--- config.mk ---
export PLATFORM = sky130hd
export DESIGN_NAME = ram_stream_loader
export DESIGN_NICKNAME = d
export VERILOG_FILES = /design/src/rtl/ram_stream_pkg.sv /design/src/rtl/ram_stream_counter.sv /design/src/rtl/ram_stream_loader.sv
export SDC_FILE = /design/constraint.sdc
export NUM_CORES = 1
export LEC_CHECK = 0
export BUFFER_PORTS_ARGS = -buffer_cell sky130_fd_sc_hd__clkbuf_2
export CORE_MARGIN = 10
export CORE_UTILIZATION = 51
export DETAILED_ROUTE_END_ITERATION = 6
export PLACE_DENSITY_LB_ADDON = 0.08
export SLEW_MARGIN = 25
export SYNTH_ARGS = -nofsm -noshare
export SYNTH_HDL_FRONTEND = slang
export SYNTH_SLANG_ARGS = --single-unit
--- constraint.sdc ---
create_clock -name clk -period 3.15 [get_ports clk]
set_input_delay 0.315 -clock clk [delete_from_list [all_inputs] [get_ports clk]]
set_output_delay 0.315 -clock clk [all_outputs]
set_load 0.02 [all_outputs]
--- src/rtl/ram_stream_pkg.sv ---
// Shared op codes and FSM state encodings for the RAM stream loader.
package ram_stream_pkg;

    typedef enum logic [1:0] {
        OP_LOAD   = 2'd0,
        OP_DUMP   = 2'd1,
        OP_VERIFY = 2'd2,
        OP_NOP    = 2'd3
    } op_e;

    typedef enum logic [2:0] {
        ST_IDLE   = 3'd0,
        ST_LOAD   = 3'd1,
        ST_DUMP   = 3'd2,
        ST_VERIFY = 3'd3,
        ST_DONE   = 3'd4
    } state_e;

    localparam logic [15:0] ERR_MAX = 16'hFFFF;

endpackage

--- src/rtl/ram_stream_counter.sv ---
// Address/remaining-word counter; address wraps modulo 2^ADDR_W.
module ram_stream_counter #(
    parameter int ADDR_W = 14
) (
    input  logic              clk,
    input  logic              reset,
    input  logic              load,
    input  logic              step,
    input  logic [ADDR_W-1:0] base,
    input  logic [ADDR_W:0]   len,
    output logic [ADDR_W-1:0] addr,
    output logic [ADDR_W:0]   remaining,
    output logic              zero
);

    logic [ADDR_W-1:0] addr_q, addr_d;
    logic [ADDR_W:0]   remaining_q, remaining_d;

    always_comb begin
        addr_d      = addr_q;
        remaining_d = remaining_q;
        if (load) begin
            addr_d      = base;
            remaining_d = len;
        end else if (step) begin
            addr_d      = addr_q + ADDR_W'(1);
            remaining_d = remaining_q - (ADDR_W + 1)'(1);
        end
    end

    always_ff @(posedge clk) begin
        if (reset) begin
            addr_q      <= '0;
            remaining_q <= '0;
        end else begin
            addr_q      <= addr_d;
            remaining_q <= remaining_d;
        end
    end

    assign addr      = addr_q;
    assign remaining = remaining_q;
    assign zero      = (remaining_q == '0);

endmodule

--- src/rtl/ram_stream_loader.sv ---
// Streaming LOAD / DUMP / VERIFY initiator for the RAM8..RAM16K hierarchy.
module ram_stream_loader
    import ram_stream_pkg::*;
#(
    parameter int ADDR_W = 14,
    parameter int DATA_W = 16
) (
    input  logic              clk,
    input  logic              reset,
    input  logic              cmd_valid,
    output logic              cmd_ready,
    input  logic [1:0]        cmd_op,
    input  logic [ADDR_W-1:0] cmd_base,
    input  logic [ADDR_W:0]   cmd_len,
    input  logic              s_valid,
    output logic              s_ready,
    input  logic [DATA_W-1:0] s_data,
    output logic              m_valid,
    input  logic              m_ready,
    output logic [DATA_W-1:0] m_data,
    output logic [ADDR_W-1:0] mem_addr,
    output logic              mem_load,
    output logic [DATA_W-1:0] mem_data,
    input  logic [DATA_W-1:0] mem_q,
    output logic              busy,
    output logic              done,
    output logic [15:0]       err_count
);

    state_e            state_q, state_d;
    logic              m_valid_q, m_valid_d;
    logic [DATA_W-1:0] m_data_q, m_data_d;
    logic [15:0]       err_q, err_d;

    logic              cnt_load, cnt_step, rem_zero;
    logic [ADDR_W-1:0] addr;
    logic [ADDR_W:0]   remaining;
    logic              drain_ok;
    op_e               op;

    assign op = op_e'(cmd_op);

    ram_stream_counter #(.ADDR_W(ADDR_W)) u_cnt (
        .clk       (clk),
        .reset     (reset),
        .load      (cnt_load),
        .step      (cnt_step),
        .base      (cmd_base),
        .len       (cmd_len),
        .addr      (addr),
        .remaining (remaining),
        .zero      (rem_zero)
    );

    // Output register may take a new word when empty or when its word leaves now.
    assign drain_ok = !m_valid_q || m_ready;

    always_comb begin
        state_d   = state_q;
        m_valid_d = m_valid_q;
        m_data_d  = m_data_q;
        err_d     = err_q;
        cnt_load  = 1'b0;
        cnt_step  = 1'b0;
        unique case (state_q)
            ST_IDLE: begin
                if (cmd_valid) begin
                    cnt_load = 1'b1;
                    err_d    = '0;
                    if (cmd_len == '0 || op == OP_NOP) begin
                        state_d = ST_DONE;
                    end else if (op == OP_LOAD) begin
                        state_d = ST_LOAD;
                    end else if (op == OP_DUMP) begin
                        state_d = ST_DUMP;
                    end else begin
                        state_d = ST_VERIFY;
                    end
                end
            end
            ST_LOAD: begin
                if (s_valid) begin
                    cnt_step = 1'b1;
                    if (remaining == (ADDR_W + 1)'(1)) state_d = ST_DONE;
                end
            end
            ST_VERIFY: begin
                if (s_valid) begin
                    cnt_step = 1'b1;
                    if (s_data != mem_q && err_q != ERR_MAX) err_d = err_q + 16'd1;
                    if (remaining == (ADDR_W + 1)'(1)) state_d = ST_DONE;
                end
            end
            ST_DUMP: begin
                if (!rem_zero && drain_ok) begin
                    cnt_step  = 1'b1;
                    m_data_d  = mem_q;
                    m_valid_d = 1'b1;
                end else if (m_valid_q && m_ready) begin
                    m_valid_d = 1'b0;
                end
                if (rem_zero && drain_ok) state_d = ST_DONE;
            end
            ST_DONE: state_d = ST_IDLE;
            default: state_d = ST_IDLE;
        endcase
    end

    always_ff @(posedge clk) begin
        if (reset) begin
            state_q   <= ST_IDLE;
            m_valid_q <= 1'b0;
            m_data_q  <= '0;
            err_q     <= '0;
        end else begin
            state_q   <= state_d;
            m_valid_q <= m_valid_d;
            m_data_q  <= m_data_d;
            err_q     <= err_d;
        end
    end

    // Gating with reset keeps an aborting cycle from writing one more word.
    assign s_ready   = !reset && (state_q == ST_LOAD || state_q == ST_VERIFY);
    assign mem_load  = !reset && state_q == ST_LOAD && s_valid;
    assign mem_data  = s_data;
    assign mem_addr  = addr;
    assign cmd_ready = (state_q == ST_IDLE);
    assign busy      = (state_q != ST_IDLE);
    assign done      = (state_q == ST_DONE);
    assign m_valid   = m_valid_q;
    assign m_data    = m_data_q;
    assign err_count = err_q;

endmodule
==> metrics.txt <==
global-route wire length before repair=20,100 µm; CTS Hold Bufs=0; measured slew at the worst slew-check pin=roughly 750 ps; Max-Cap Viols=0; H-tree depth=3; initial antenna violation count=0; setup tns final=0 ps; post-cts sizing count=0; die area=0.0117 mm²; NumNets Final=675; Worst-Skew Late Latency=360 ps; CTS Buf Count=9; f_max=0.415 GHz; post-layout min period=2410 ps; Post-Syn Nets=563; CTS Sinks=65; Post-synth ARST share=0; vias in the first global route=4,112; Iteration-0 DRC Markers=295; Sw Ratio=0.351; worst vdd ir=0.000313 V; Critical Path Sink Type=flip-flop; die width=108 µm; core area=approximately 0.0076 mm²; drc violations=0; Crit Path Class=flip-flop to flip-flop; Final Hold Fails=0; Final setup viols=0; crit path launch type=flip-flop; Post-Syn Area per Cell=around 8 µm²; outcome=complete, no violations; P_leak=0.00192 µW; Final GP Congestion=approximately 0.84; Yosys Warn Count=0; Routed Antenna Nets=0; WL per Instance=17.5 µm; IO Pins=136; Worst-path clk slew=80 ps; detailed-route via count=4,268; cell count after synthesis=491; row count=32; Switch Pwr=866 µW; Post-synth top flop=dfxtp_1; design area=0.00485 mm²; Worst Clk Skew=~11 ps; largest net degree at the start of global routing=27; drt pass-1 iters=7; Yosys reg bits=65; critical path arrival=2650 ps; deepest clock path buffer count=2; # diodes=0; total grt overflow=0; RSZ-0062 raised after global routing=false; critical-path maximum fanout=15; internal power=1600 µW; HP Class=input port to flip-flop; CTS tree=yes; period utilization=0.765; area delta synth->final=22.1%; Post-CTS Setup Repair Bufs=0; number of port buffers=between 100 and 150; Slew Viols, Final=0; post-DP HPWL=9350 µm; Placed Area=0.00463 mm²; Clock Power Share=0.326; combinational group share of total power=0.272; Post-synth EDFFs=0; total chip power=2470 µW; synthesized area=0.00398 mm²; power per standard cell area=between 500 and 600 mW/mm²; Worst slew margin=0.498; sequential area share after synthesis=0.327; layout cells sized above 1=0.308; gr usage total=0.208; root buf cell=clkbuf_8; sequential power share=0.401; CP required=3390 ps; Initial Util=0.520; Die H=about 110 µm; routed wire length=between 10,000 and 15,000 µm; Via-to-Cell Ratio=6.01; most frequent cells in the layout=clkbuf_2 (135), nand2_1 (68), dfxtp_1 (65), nand3_1 (30), nor2_1 (30); most common cell after layout, fill and taps aside=clkbuf_2; Yosys cell types=between 70 and 80
## cells in the mapped netlist (4+ instances only)
library cell,instances,area share
and3_1,7,0.011
nor4_1,14,0.022
nor3_1,9,0.011
ha_1,4,0.013
nand2_1,68,0.064
a211oi_1,7,0.013
o211ai_1,11,0.021
o21ai_0,9,0.011
nor2b_1,4,0.0063
o31ai_1,7,0.013
clkbuf_1,22,0.021
dfxtp_1,65,0.33
o41a_1,4,0.011
a21oi_1,22,0.028
nand4_1,20,0.031
inv_1,10,0.0094
nor2_1,31,0.029
nand3_1,30,0.038
or4_1,14,0.026
mux2i_1,4,0.010
buf_4,17,0.032
xnor2_1,20,0.044
and4_1,5,0.011
buf_2,4,0.0050
a311oi_1,11,0.024
## logic make-up after synthesis
kind of cell / after synthesis / share of synthesized area
buffers and inverters: 55 / 0.0711
DFF: 65 / 0.327
muxes: 5 / 0.0129
AOI/OAI and AO/OA: 104 / 0.202
xor gates and xnor gates: 22 / 0.0484
adders and majority gates: 4 / 0.0126
and+or+nand+nor: 236 / 0.326
## layer usage
layer,vias up,global-route usage,share of wire
met4,0,0.0603,0.011
met3,13,0.0702,0.10
met1,1984,0.262,0.42
met5,-,0,0
met2,197,0.332,0.47
li1,2074,-,-
## registers in the layout, summed over array words and instances, names as in the netlist
name,count
m_valid,1
u_cnt.addr,14
state_q,3
err_count,16
u_cnt.remaining,15
m_data,16
## power by group through the flow
stage | clock network [µW] | logic (µW) | registers, µW
floorplan | 0 | 424 | 1030
global placement | 0 | 657 | 1000
detailed placement | 0 | 666 | 1010
CTS | 811 | 669 | 989
global route | 856 | 734 | 1000
finish | 806 | 672 | 991
## layout make-up
type | instances | area (µm²)
clock buffer | 9 | 124
timing repair buffer | 146 | 758
inverter | 10 | 37.5
multi-input combinational | 371 | 2410
clock inverter | 7 | 95.1
sequential | 65 | 1300
fill | 714 | 2790
tap | 102 | 128
## critical path: stages (launching register included)
cell,delay (ps)
dfxtp_1,360
nor4_1,670
nand4b_1,240
a21oi_2,560
nor4bb_1,130
a2111oi_0,320
## final timing paths
check                               end  slack [ps]  cells after the start                       startpoint
max reg2reg  u_cnt.addr[4]$_SDFFE_PP0P_         740                      5  u_cnt.remaining[3]$_SDFFE_PP0P_
min reg2reg      m_data[3]$_SDFFE_PP0P_         460                      2           m_data[3]$_SDFFE_PP0P_
min             m_data[13]$_SDFFE_PP0P_         190                      3                        mem_q[13]
max          u_cnt.addr[4]$_SDFFE_PP0P_         740                      5  u_cnt.remaining[3]$_SDFFE_PP0P_
## stage by stage
| step | hold WS [ps] | worst slack [ps] | utilization | instances |
|---|---|---|---|---|
| 2_1_floorplan | 417 | 859 | - | 491 |
| 3_3_place_gp | 441 | 849 | 0.606 | 694 |
| 3_5_place_dp | 449 | 755 | 0.606 | 694 |
| 4_1_cts | 187 | 748 | 0.634 | 710 |
| 5_1_grt | 190 | 443 | 0.635 | 710 |
| 6_report | 190 | 739 | 0.635 | 710 |
Power figures use the tool's default switching activity.
